`src/rtl/mul_issue_unit.sv`:
```
// ============================================================================
// Module   : mul_issue_unit
// Purpose  : Issue/retire wrapper around a fixed-latency streaming multiplier.
//            Accepts requests over valid/ready, registers operands into the
//            core, tracks tags through a latency-matched pipe and captures
//            results into a small writeback FIFO. Credit-based issue keeps
//            the FIFO from ever overflowing, since the core cannot stall.
// Options  : MUL_ISSUE_ZERO_BYPASS_EN - ops with a zero operand skip the core
//            and retire with result 0 / overflow 0 at unchanged latency.
// Revision : 1.0 - initial release
// ============================================================================
`default_nettype none

module mul_issue_unit #(
  parameter int WORD_WIDTH  = 32,
  parameter int TAG_WIDTH   = 5,
  parameter int MUL_LATENCY = 5,
  parameter int FIFO_DEPTH  = 4
) (
  input  logic                  clk,
  input  logic                  reset,
  input  logic                  flush,
  input  logic                  req_valid,
  output logic                  req_ready,
  input  logic [WORD_WIDTH-1:0] req_a,
  input  logic [WORD_WIDTH-1:0] req_b,
  input  logic [TAG_WIDTH-1:0]  req_tag,
  output logic [WORD_WIDTH-1:0] mul_multiplicand,
  output logic [WORD_WIDTH-1:0] mul_multiplier,
  input  logic [WORD_WIDTH-1:0] mul_result,
  input  logic                  mul_overflow,
  output logic                  wb_valid,
  input  logic                  wb_ready,
  output logic [WORD_WIDTH-1:0] wb_result,
  output logic [TAG_WIDTH-1:0]  wb_tag,
  output logic                  wb_overflow,
  output logic                  busy
);

  // One extra stage: operands are registered one cycle before the core sees them.
  localparam int STAGES = MUL_LATENCY + 1;
  localparam int PTR_W  = (FIFO_DEPTH > 1) ? $clog2(FIFO_DEPTH) : 1;
  localparam int CNT_W  = $clog2(FIFO_DEPTH + 1);
  localparam int INF_W  = $clog2(STAGES + 1);
  localparam int SUM_W  = ((INF_W > CNT_W) ? INF_W : CNT_W) + 1;

  logic [STAGES-1:0]     pipe_valid;
  logic [TAG_WIDTH-1:0]  pipe_tag [STAGES];

  logic [WORD_WIDTH-1:0] fifo_result [FIFO_DEPTH];
  logic [TAG_WIDTH-1:0]  fifo_tag    [FIFO_DEPTH];
  logic [FIFO_DEPTH-1:0] fifo_ovf;
  logic [PTR_W-1:0]      rd_ptr;
  logic [PTR_W-1:0]      wr_ptr;
  logic [CNT_W-1:0]      fifo_count;

  logic [INF_W-1:0]      inflight;
  logic [SUM_W-1:0]      credits_used;
  logic                  accept;
  logic                  issue_to_core;
  logic                  push;
  logic                  pop;
  logic [WORD_WIDTH-1:0] push_result;
  logic                  push_ovf;

`ifdef MUL_ISSUE_ZERO_BYPASS_EN
  logic [STAGES-1:0]     pipe_zero;
  logic                  req_zero;
  assign req_zero      = (req_a == '0) || (req_b == '0);
  assign issue_to_core = accept && !req_zero;
  assign push_result   = pipe_zero[STAGES-1] ? '0   : mul_result;
  assign push_ovf      = pipe_zero[STAGES-1] ? 1'b0 : mul_overflow;
`else
  assign issue_to_core = accept;
  assign push_result   = mul_result;
  assign push_ovf      = mul_overflow;
`endif

  // Count ops currently travelling through the tag pipe.
  always_comb begin
    inflight = '0;
    for (int i = 0; i < STAGES; i++) begin
      inflight = inflight + INF_W'(pipe_valid[i]);
    end
  end

  // Every in-flight op owns a FIFO slot, so a result always has somewhere to land.
  assign credits_used = SUM_W'(inflight) + SUM_W'(fifo_count);
  assign req_ready    = !reset && !flush && (credits_used < SUM_W'(FIFO_DEPTH));
  assign accept       = req_valid && req_ready;

  assign wb_valid    = (fifo_count != '0);
  assign pop         = wb_valid && wb_ready;
  assign push        = pipe_valid[STAGES-1] && !reset && !flush;
  assign wb_result   = fifo_result[rd_ptr];
  assign wb_tag      = fifo_tag[rd_ptr];
  assign wb_overflow = fifo_ovf[rd_ptr];
  assign busy        = (|pipe_valid) || (fifo_count != '0);

  // Operand registers feeding the core; they hold their value when idle.
  always_ff @(posedge clk) begin
    if (reset) begin
      mul_multiplicand <= '0;
      mul_multiplier   <= '0;
    end else if (issue_to_core) begin
      mul_multiplicand <= req_a;
      mul_multiplier   <= req_b;
    end
  end

  // Valid pipe shifts every cycle; flush or reset kills everything in flight.
  always_ff @(posedge clk) begin
    if (reset || flush) begin
      pipe_valid <= '0;
    end else begin
      pipe_valid <= {pipe_valid[STAGES-2:0], accept};
    end
  end

  // Tag pipe is qualified by pipe_valid, so it needs no reset.
  always_ff @(posedge clk) begin
    pipe_tag[0] <= req_tag;
    for (int i = 1; i < STAGES; i++) begin
      pipe_tag[i] <= pipe_tag[i-1];
    end
  end

`ifdef MUL_ISSUE_ZERO_BYPASS_EN
  // Zero-operand flag travels alongside the tag.
  always_ff @(posedge clk) begin
    pipe_zero <= {pipe_zero[STAGES-2:0], req_zero};
  end
`endif

  // FIFO storage written with the core output when the last pipe stage is valid.
  always_ff @(posedge clk) begin
    if (push) begin
      fifo_result[wr_ptr] <= push_result;
      fifo_tag[wr_ptr]    <= pipe_tag[STAGES-1];
      fifo_ovf[wr_ptr]    <= push_ovf;
    end
  end

  // FIFO pointers and occupancy; simultaneous push and pop leave the count unchanged.
  always_ff @(posedge clk) begin
    if (reset || flush) begin
      rd_ptr     <= '0;
      wr_ptr     <= '0;
      fifo_count <= '0;
    end else begin
      if (push) begin
        wr_ptr <= wr_ptr + PTR_W'(1);
      end
      if (pop) begin
        rd_ptr <= rd_ptr + PTR_W'(1);
      end
      case ({push, pop})
        2'b10:   fifo_count <= fifo_count + CNT_W'(1);
        2'b01:   fifo_count <= fifo_count - CNT_W'(1);
        default: fifo_count <= fifo_count;
      endcase
    end
  end

endmodule

`default_nettype wire

```
`config.mk`:
```
export PLATFORM = sky130hd
export DESIGN_NAME = mul_issue_unit
export DESIGN_NICKNAME = d
export VERILOG_FILES = /design/src/rtl/mul_issue_unit.sv
export SDC_FILE = /design/constraint.sdc
export NUM_CORES = 1
export LEC_CHECK = 0
export CAP_MARGIN = 5
export CORE_ASPECT_RATIO = 1.75
export CORE_UTILIZATION = 25
export CTS_CLUSTER_SIZE = 12
export DETAILED_ROUTE_END_ITERATION = 12
export DONT_BUFFER_PORTS = 1
export SLEW_MARGIN = 15
export SYNTH_ARGS = -nofsm -noshare
export SYNTH_HDL_FRONTEND = slang
export SYNTH_SLANG_ARGS = --single-unit
```
`constraint.sdc`:
```
create_clock -name clk -period 7.55 [get_ports clk]
set_input_delay 1.51 -clock clk [delete_from_list [all_inputs] [get_ports clk]]
set_output_delay 1.51 -clock clk [all_outputs]
set_load 0.1 [all_outputs]
```
==> results of run 1 <==
-- kinds of logic after synthesis --
family | after synthesis | synth area share, %
flops | 261 | 70.71
compound gates | 8 | 0.5376
simple gates | 99 | 6.268
buf+inv | 39 | 2.006
mux | 103 | 18.08
xor+xnor | 5 | 0.4589
fa+ha+maj | 13 | 1.941
-- critical path, cell delays in order, from the launching register on --
cell and delay [ns]:
dfxtp_1 0.33, fa_1 0.53, inv_1 0.04, fa_1 0.47
inv_1 0.04, ha_1 0.25, a21oi_1 0.21, o21a_1 0.78
-- flip-flops by register name, summed over array words and instances (netlist names), named ones only --
signal	count
fifo_result	128
pipe_tag	30
fifo_tag	20
rd_ptr	2
pipe_valid	6
mul_multiplicand	32
fifo_ovf	4
mul_multiplier	32
fifo_count	3
wr_ptr	2
-- metrics by stage --
| stage | hold WS [ns] | utilization [%] | std cells | setup slack [ns] | cell area, um^2 |
|---|---|---|---|---|---|
| 2_1_floorplan | 0.3096 | - | 528 | 3.178 | 9542 |
| 3_3_place_gp | 0.3096 | 26.72 | 989 | 3.126 | 10050 |
| 3_5_place_dp | 0.3121 | 26.72 | 989 | 3.103 | 10050 |
| 4_1_cts | 0.3195 | 28.77 | 1035 | 2.810 | 10830 |
| 5_1_grt | 0.3245 | 28.77 | 1035 | 2.768 | 10830 |
| 6_report | 0.3224 | 28.77 | 1035 | 2.861 | 10830 |
-- layout make-up --
cell class / instances / area [um^2]
Fill cell: 3774 / 26810
Sequential cell: 261 / 6751
Multi-Input combinational cell: 228 / 2609
Clock buffer: 43 / 747.0
Tap cell: 480 / 600.6
Inverter: 15 / 56.30
Timing Repair Buffer: 5 / 37.54
Clock inverter: 3 / 26.28
-- layout by cell type, fill, tap and decap left out, types with 2 or more instances in the layout --
master	n
nor2_1	10
clkinv_2	2
mux2i_1	10
a21oi_1	3
inv_1	14
dfxtp_1	107
edfxtp_1	152
mux2_4	40
ha_1	10
and2_1	3
and3_2	4
xor2_1	4
nor4_1	2
fa_1	3
mux2_2	15
clkbuf_2	2
clkbuf_8	3
clkbuf_1	12
nor2b_1	55
buf_4	5
nand2b_1	18
mux4_2	38
clkbuf_16	26
-- final timing paths --
kind | depth (start not counted) | start | slack (ns) | endpoint
hold reg to reg | 0 | pipe_tag[3][2] | 0.32 | pipe_tag[4][2]
setup reg to reg | 10 | pipe_valid[0] | 4.25 | mul_multiplicand[10]
setup / recovery | 7 | pipe_valid[0] | 2.86 | req_ready
hold / removal | 0 | pipe_tag[3][2] | 0.32 | pipe_tag[4][2]
-- layer usage --
metal | GRT usage (%) | vias to the layer above
li1 | - | 1958
met1 | 8.809 | 2074
met2 | 17.34 | 174
met3 | 2.692 | 32
met4 | 3.844 | 0
met5 | 0 | -
-- power by group through the flow --
stage                     sequential, W  combinational [W]  clock (W)
after floorplan                 0.00170          0.0000557          0
after global placement          0.00171          0.0000532          0
after detailed placement        0.00171          0.0000548          0
after CTS                       0.00168          0.0000547    0.00125
after global routing            0.00168          0.0000583    0.00129
final                           0.00168          0.0000540    0.00119
==> impl_metrics.env, run 1 <==
export IMPL_status="complete, no violations"
export IMPL_drv_slew=0
export IMPL_ys_ff_latch=261
export IMPL_post_cts_setup_buffers=0
export IMPL_cts_buffers=26
export IMPL_async_flop_share_pct=0
export IMPL_wl_met2_um=9875
export IMPL_avgSynthCellArea_um2=18.07
export IMPL_drive_gt1_share_pct=25.59
export IMPL_synth_top_area_share_pct=47.84
export IMPL_antenna_found_initial=0
export IMPL_core_area_um2=37640
export IMPL_p_sw_w=0.0006881
export IMPL_final_hold_violation_count=0
export IMPL_fmax_ghz=0.2133
export IMPL_place_congestion=0.7278
export IMPL_fin_crit_ns=4.689
export IMPL_cts_resized=0
export IMPL_drc=0
export IMPL_ys_top_cells_by_count="edfxtp_1, dfxtp_1, nor2b_1"
export IMPL_tightest_slew_ns=1.102
export IMPL_wl_met3_um=1459
export IMPL_setup_tns_ns=0
export IMPL_endpoint_kind="output pin"
export IMPL_synth_edf_count=152
export IMPL_yosysMostFrequentCell="edfxtp_1"
export IMPL_rsz0062_at_grt="false"
export IMPL_drtIter0Drc=139
export IMPL_setup_violations_final=0
export IMPL_area_growth_pct=13.48
export IMPL_die_height_um=260.4
export IMPL_n_antenna_cell=0
export IMPL_clkPwrFrac_pct=40.8
export IMPL_grt_usage_pct=9.060
export IMPL_ctsHoldBuffers=0
export IMPL_synth_top_cell_by_area="edfxtp_1"
export IMPL_min_path_type="flop to flop"
export IMPL_clk_latency_ns=0.54
export IMPL_synthTopCellsByArea="edfxtp_1, dfxtp_1, mux4_2"
export IMPL_ir_worst_vdd_v=0.0001847
export IMPL_crit_fanout=2
export IMPL_p_sw_share_pct=23.54
export IMPL_combinationalPowerShare_pct=1.8
export IMPL_synth_seq_area_share_pct=70.71
export IMPL_p_total_w=0.002924
export IMPL_drv_cap=0
export IMPL_dieArea_um2=38980
export IMPL_wl_per_cell_um=17.52
export IMPL_grt_ovfl_total=0
export IMPL_first_pass_iters=4
export IMPL_p_int_w=0.002235
export IMPL_dpl_hpwl_um=11370
export IMPL_maxSlewHeadroom_pct=26.45
export IMPL_netlist_area_um2=9542
export IMPL_arrival_ns=3.18
export IMPL_clkSinkCount=261
export IMPL_p_leak_nw=3.741
export IMPL_start_kind="flop"
export IMPL_synth_top_flop_cell="edfxtp_1"
export IMPL_die_x_um=149.7
export IMPL_root_buffer="clkbuf_16"
export IMPL_fin_skew_ns=0.008729
export IMPL_initial_core_util_pct=25.35
export IMPL_vias_per_cell=4.095
export IMPL_cts_tree="yes"
export IMPL_num_vias=4238
export IMPL_synth_nets=648
export IMPL_clk_pin_slew_worst_paths_ns=0.06
export IMPL_grt_max_degree=76
export IMPL_routed_top_layer="met4"
export IMPL_crit_type="flop to output pin"
export IMPL_p_per_area_nw_per_um2=270.0
export IMPL_cts_path_max_buffers=3
export IMPL_finalCritPeriodShare_pct=62.10
export IMPL_synth_cell_types=36
export IMPL_met1Wirelength_um=6262
export IMPL_drtAntennaViolNets=0
export IMPL_required_ns=6.04
export IMPL_synth_warnings=0
export IMPL_grt_pass1_vias=4491
export IMPL_rows=94
export IMPL_layout_nets=657
export IMPL_grt_pass1_wl_um=26510
export IMPL_drt_wl_total_um=18130
export IMPL_syn_instance_count=528
export IMPL_io_buffers=0
export IMPL_htreeDepth=1
export IMPL_power_share_sequential_pct=57.4
export IMPL_ios=212
Power figures use the tool's default switching activity.
==> inputs of run 2 (changes only) <==
- clock period: 7.55 -> 4.75 ns (I/O delays scaled with it)
==> impl_metrics.env, run 2 (synthesized netlist as in run 1, its figures left out) <==
export IMPL_stdcell_count=1041
export IMPL_final_common_cell="edfxtp_1"
export IMPL_clk_latency_ns=0.54
export IMPL_path_buf_inv=3
export IMPL_clkSinkCount=261
export IMPL_fmax_ghz=0.2643
export IMPL_dpl_hpwl_um=11550
export IMPL_drc=0
export IMPL_min_path_type="flop to flop"
export IMPL_wl_per_cell_um=17.22
export IMPL_setup_tns_ns=0
export IMPL_ctsHoldBuffers=0
export IMPL_multi_input_comb_area_um2=2609
export IMPL_cts_buffers=27
export IMPL_layout_common_cells="edfxtp_1, dfxtp_1, nor2b_1"
export IMPL_drive_gt1_share_pct=26.07
export IMPL_maxSlewHeadroom_pct=27.62
export IMPL_antenna_found_initial=1
export IMPL_p_sw_share_pct=23.78
export IMPL_p_leak_nw=3.767
export IMPL_dieArea_um2=38980
export IMPL_drtAntennaViolNets=0
export IMPL_largest_register="fifo_result"
export IMPL_worstPathCellList="fa_1 > inv_1 > fa_1 > inv_1 > ha_1 > a21oi_1 > o21a_1 > buf_4"
export IMPL_io_buffers=0
export IMPL_place_congestion=0.7045
export IMPL_tightest_slew_ns=1.083
export IMPL_finalCritPeriodShare_pct=79.65
export IMPL_rsz0062_at_grt="false"
export IMPL_die_x_um=149.7
export IMPL_drv_slew=0
export IMPL_crit_family="adder cells"
export IMPL_p_sw_w=0.001111
export IMPL_slowest_stage="fa_1"
export IMPL_power_share_sequential_pct=57.0
export IMPL_grt_pass1_vias=4678
export IMPL_htreeDepth=1
export IMPL_start_kind="flop"
export IMPL_p_per_area_nw_per_um2=429.6
export IMPL_layout_nets=660
export IMPL_vias_per_cell=4.103
export IMPL_fill_cells=3736
export IMPL_final_hold_violation_count=0
export IMPL_p_int_w=0.003563
export IMPL_cts_resized=0
export IMPL_required_ns=3.80
export IMPL_drv_cap=0
export IMPL_crit_type="flop to output pin"
export IMPL_cts_tree="yes"
export IMPL_cts_path_max_buffers=3
export IMPL_arrival_ns=2.83
export IMPL_setup_violations_final=0
export IMPL_combinationalPowerShare_pct=1.9
export IMPL_endpoint_kind="output pin"
export IMPL_grt_pass1_wl_um=26680
export IMPL_area_growth_pct=14.03
export IMPL_first_pass_iters=4
export IMPL_crit_fanout=2
export IMPL_drtIter0Drc=109
export IMPL_clkPwrFrac_pct=41.1
export IMPL_initial_core_util_pct=25.35
export IMPL_reg_top3="fifo_result: 128 flops, mul_multiplicand: 32 flops, mul_multiplier: 32 flops"
export IMPL_largest_reg_flops=128
export IMPL_core_area_um2=37640
export IMPL_fin_skew_ns=0.01403
export IMPL_grt_ovfl_total=0
export IMPL_grt_max_degree=76
export IMPL_root_buffer="clkbuf_16"
export IMPL_slowest_delay_ns=0.53
export IMPL_ir_worst_vdd_v=0.0002289
export IMPL_rows=94
export IMPL_drt_wl_total_um=17920
export IMPL_clk_pin_slew_worst_paths_ns=0.06
export IMPL_ios=212
export IMPL_num_vias=4271
export IMPL_post_cts_setup_buffers=0
export IMPL_register_area_um2=6751
export IMPL_grt_usage_pct=9.027
export IMPL_status="complete, no violations"
export IMPL_placedCellCount=991
export IMPL_fin_crit_ns=3.784
export IMPL_die_height_um=260.4
-- run 2: changes by cell type in the layout (fill, tap and decap cells not counted), sizes merged --
cell      before  now
inv           15   16
buf            5    7
clkinv         3    6
diode          0    1
clkinvlp       0    1
clkbuf        43   41
-- run 2: power groups by stage --
stage / Clock (W) / Sequential (W) / Combinational (W)
after CTS: 0.00200 / 0.00267 / 0.0000883
final: 0.00192 / 0.00267 / 0.0000873
after global placement: 0 / 0.00271 / 0.0000860
after detailed placement: 0 / 0.00271 / 0.0000889
after floorplan: 0 / 0.00270 / 0.0000886
after global routing: 0.00208 / 0.00267 / 0.0000941
-- run 2: cell type report --
| type | count | area share (%) |
|---|---|---|
| diodes | 1 | 0.02300 |
| clock buffers | 41 | 6.785 |
| clock inverters | 8 | 0.5290 |
| inverters | 15 | 0.5175 |
| multi-input cells | 228 | 23.98 |
| flip-flops and latches | 261 | 62.05 |
| well taps | 480 | 5.520 |
| repair buffers | 7 | 0.5980 |
-- run 2: stage by stage --
step / utilization [%] / area, um^2 / power, W / hold WS (ns) / setup WS, ns
3_3_place_gp: 26.79 / 10080 / 0.002798 / 0.3099 / 1.515
6_report: 28.91 / 10880 / 0.004674 / 0.3206 / 0.9664
4_1_cts: 28.90 / 10880 / 0.004758 / 0.3216 / 0.9148
3_5_place_dp: 26.79 / 10080 / 0.002801 / 0.3121 / 1.511
2_1_floorplan: - / 9542 / 0.002792 / 0.3096 / 1.252
5_1_grt: 28.91 / 10880 / 0.004839 / 0.3240 / 0.8443
-- run 2: routing by layer --
layer	track usage, %	part of all wire [%]	wire length, um
met1	8.886	35	6318
met2	17.01	53	9582
met3	2.920	8.4	1513
met4	3.732	2.8	508
met5	0	0	0
-- run 2: worst paths after layout --
| path | slack, ns | from | cells past startpoint | endpoint |
|---|---|---|---|---|
| worst min-delay path | 0.32 | pipe_tag[2][4] | 0 | pipe_tag[3][4] |
| worst max-delay path | 0.97 | pipe_valid[0] | 8 | req_ready |
| worst min register to register | 0.32 | pipe_tag[2][4] | 0 | pipe_tag[3][4] |
| worst max register to register | 1.72 | pipe_valid[0] | 9 | mul_multiplier[20] |
==> inputs of run 3 (changes only) <==
- clock period: 4.75 -> 3.3 ns (I/O delays scaled with it)
==> impl_metrics.env, run 3 (synthesized netlist as in run 1, its figures left out) <==
export IMPL_crit_fanout=2
export IMPL_failed_checks="setup timing"
export IMPL_grt_pass1_vias=4683
export IMPL_layout_common_cells="edfxtp_1, dfxtp_1, nor2b_1"
export IMPL_fmax_ghz=0.2957
export IMPL_fill_cells=3755
export IMPL_ff2ff_setup_slack_ns=0.37
export IMPL_final_hold_violation_count=0
export IMPL_combinationalPowerShare_pct=1.9
export IMPL_grt_usage_pct=9.143
export IMPL_rr_endpoint="mul_multiplier[26]"
export IMPL_arrival_ns=2.72
export IMPL_endpoint_kind="output pin"
export IMPL_cts_buffers=27
export IMPL_largest_register="fifo_result"
export IMPL_clk_pin_slew_worst_paths_ns=0.06
export IMPL_cts_path_max_buffers=3
export IMPL_io_buffers=0
export IMPL_p_int_w=0.005256
export IMPL_fin_skew_ns=0.01085
export IMPL_p_sw_w=0.001576
export IMPL_grt_ovfl_total=0
export IMPL_core_area_um2=37640
export IMPL_maxSlewHeadroom_pct=29.48
export IMPL_root_buffer="clkbuf_16"
export IMPL_drv_slew=0
export IMPL_tightest_slew_ns=1.056
export IMPL_wl_per_cell_um=17.19
export IMPL_start_kind="flop"
export IMPL_drtAntennaViolNets=0
export IMPL_dpl_hpwl_um=11920
export IMPL_rsz0062_at_grt="true"
export IMPL_ff2ff_path_depth=10
export IMPL_die_x_um=149.7
export IMPL_vias_per_cell=4.077
export IMPL_min_path_type="input port to flop"
export IMPL_status="finished, violations left"
export IMPL_clkPwrFrac_pct=41.9
export IMPL_place_congestion=0.6986
export IMPL_drv_cap=0
export IMPL_num_vias=4277
export IMPL_largest_reg_flops=128
export IMPL_utilization_pct=29.34
export IMPL_final_common_cell="edfxtp_1"
export IMPL_whs_ns=0.1465
export IMPL_rows=94
export IMPL_ir_worst_vdd_v=0.0003547
export IMPL_power_share_sequential_pct=56.2
export IMPL_finalCritPeriodShare_pct=102.5
export IMPL_die_height_um=260.4
export IMPL_setup_ws_ns=-0.08165
export IMPL_setup_tns_ns=-0.08165
export IMPL_p_sw_share_pct=23.06
export IMPL_min_from="req_tag[3]"
export IMPL_clk_latency_ns=0.53
export IMPL_required_ns=2.64
export IMPL_fin_crit_ns=3.382
export IMPL_drc=0
export IMPL_crit_type="flop to output pin"
export IMPL_setup_violations_final=1
export IMPL_layout_nets=668
export IMPL_dieArea_um2=38980
export IMPL_timing_critical_path_from="pipe_valid[0]"
export IMPL_clkSinkCount=261
export IMPL_drtIter0Drc=139
export IMPL_endpoint="req_ready"
export IMPL_ios=212
export IMPL_p_per_area_nw_per_um2=618.6
export IMPL_first_pass_iters=4
export IMPL_p_total_w=0.006832
export IMPL_initial_core_util_pct=25.35
export IMPL_drt_wl_total_um=18040
export IMPL_htreeDepth=1
export IMPL_drive_gt1_share_pct=27.46
export IMPL_grt_pass1_wl_um=26790
export IMPL_cts_tree="yes"
export IMPL_p_leak_nw=3.837
export IMPL_antenna_found_initial=1
export IMPL_grt_max_degree=76
export IMPL_reg2reg_from="pipe_valid[0]"
export IMPL_area_growth_pct=15.74
export IMPL_reg_top3="fifo_result: 128 flops, mul_multiplicand: 32 flops, mul_multiplier: 32 flops"
[run 3: changes by cell type in the layout (fill, tap and decap cells not counted), sizes merged]
cell	previous run	this run
inv	16	17
bufinv	0	1
clkinv	6	1
clkbuf	41	44
buf	7	15
[run 3: repair_timing]
item | 4_1_cts | 5_1_grt
resized for setup | 2 | 0
hold buffers | 0 | 0
endpoints found under the setup margin | 1 | 1
pin swaps | 2 | 1
setup buffers | 0 | 0
[run 3: layout make-up]
class | count | area (um^2) | share of cell area [%]
Clock inverter | 5 | 60.06 | 0.5438
Antenna cell | 1 | 2.502 | 0.02266
Clock buffer | 44 | 770.7 | 6.979
Timing Repair Buffer | 15 | 187.7 | 1.700
Sequential cell | 261 | 6753 | 61.15
Tap cell | 480 | 600.6 | 5.438
Multi-Input combinational cell | 228 | 2613 | 23.66
Inverter | 15 | 56.30 | 0.5099
[run 3: metrics by stage]
| step | instances | instance area, um^2 | worst slack (ns) |
|---|---|---|---|
| 5_1_grt | 1049 | 11040 | -0.1742 |
| 3_3_place_gp | 999 | 10200 | 0.3860 |
| 3_5_place_dp | 999 | 10200 | 0.3468 |
| 2_1_floorplan | 528 | 9542 | 0.09194 |
| 4_1_cts | 1048 | 11040 | -0.1480 |
| 6_report | 1049 | 11040 | -0.08165 |
[run 3: worst min path at each step]
stage	end	slack [ns]	cells after the start
global placement	pipe_tag[2][4]	0.31	0
detailed placement	pipe_tag[3][3]	0.31	0
floorplan	pipe_tag[1][0]	0.31	0
CTS	pipe_tag[0][2]	0.11	0
finish	pipe_tag[0][3]	0.15	0
global route	pipe_tag[0][3]	0.11	0
[run 3: power by group through the flow]
| stage | clock network [W] | logic (W) | registers [W] |
|---|---|---|---|
| after global routing | 0.00308 | 0.000143 | 0.00384 |
| final | 0.00286 | 0.000133 | 0.00384 |
| after detailed placement | 0 | 0.000135 | 0.00390 |
| after CTS | 0.00298 | 0.000134 | 0.00384 |
| after floorplan | 0 | 0.000128 | 0.00389 |
| after global placement | 0 | 0.000130 | 0.00390 |
[run 3: worst max-delay path, cell delays in order (launching register included)]
cell	delay [ns]
dfxtp_2	0.33
fa_1	0.53
inv_1	0.05
fa_1	0.47
inv_1	0.04
ha_1	0.27
a21oi_2	0.14
o21a_1	0.17
buf_12	0.18
[run 3: metal layers]
layer | vias up | GRT usage (%) | share of wire [%]
met4 | 0 | 3.620 | 2.8
met3 | 32 | 3.252 | 8.9
met5 | - | 0 | 0
met1 | 2084 | 8.642 | 34
met2 | 178 | 17.50 | 54
li1 | 1983 | - | -
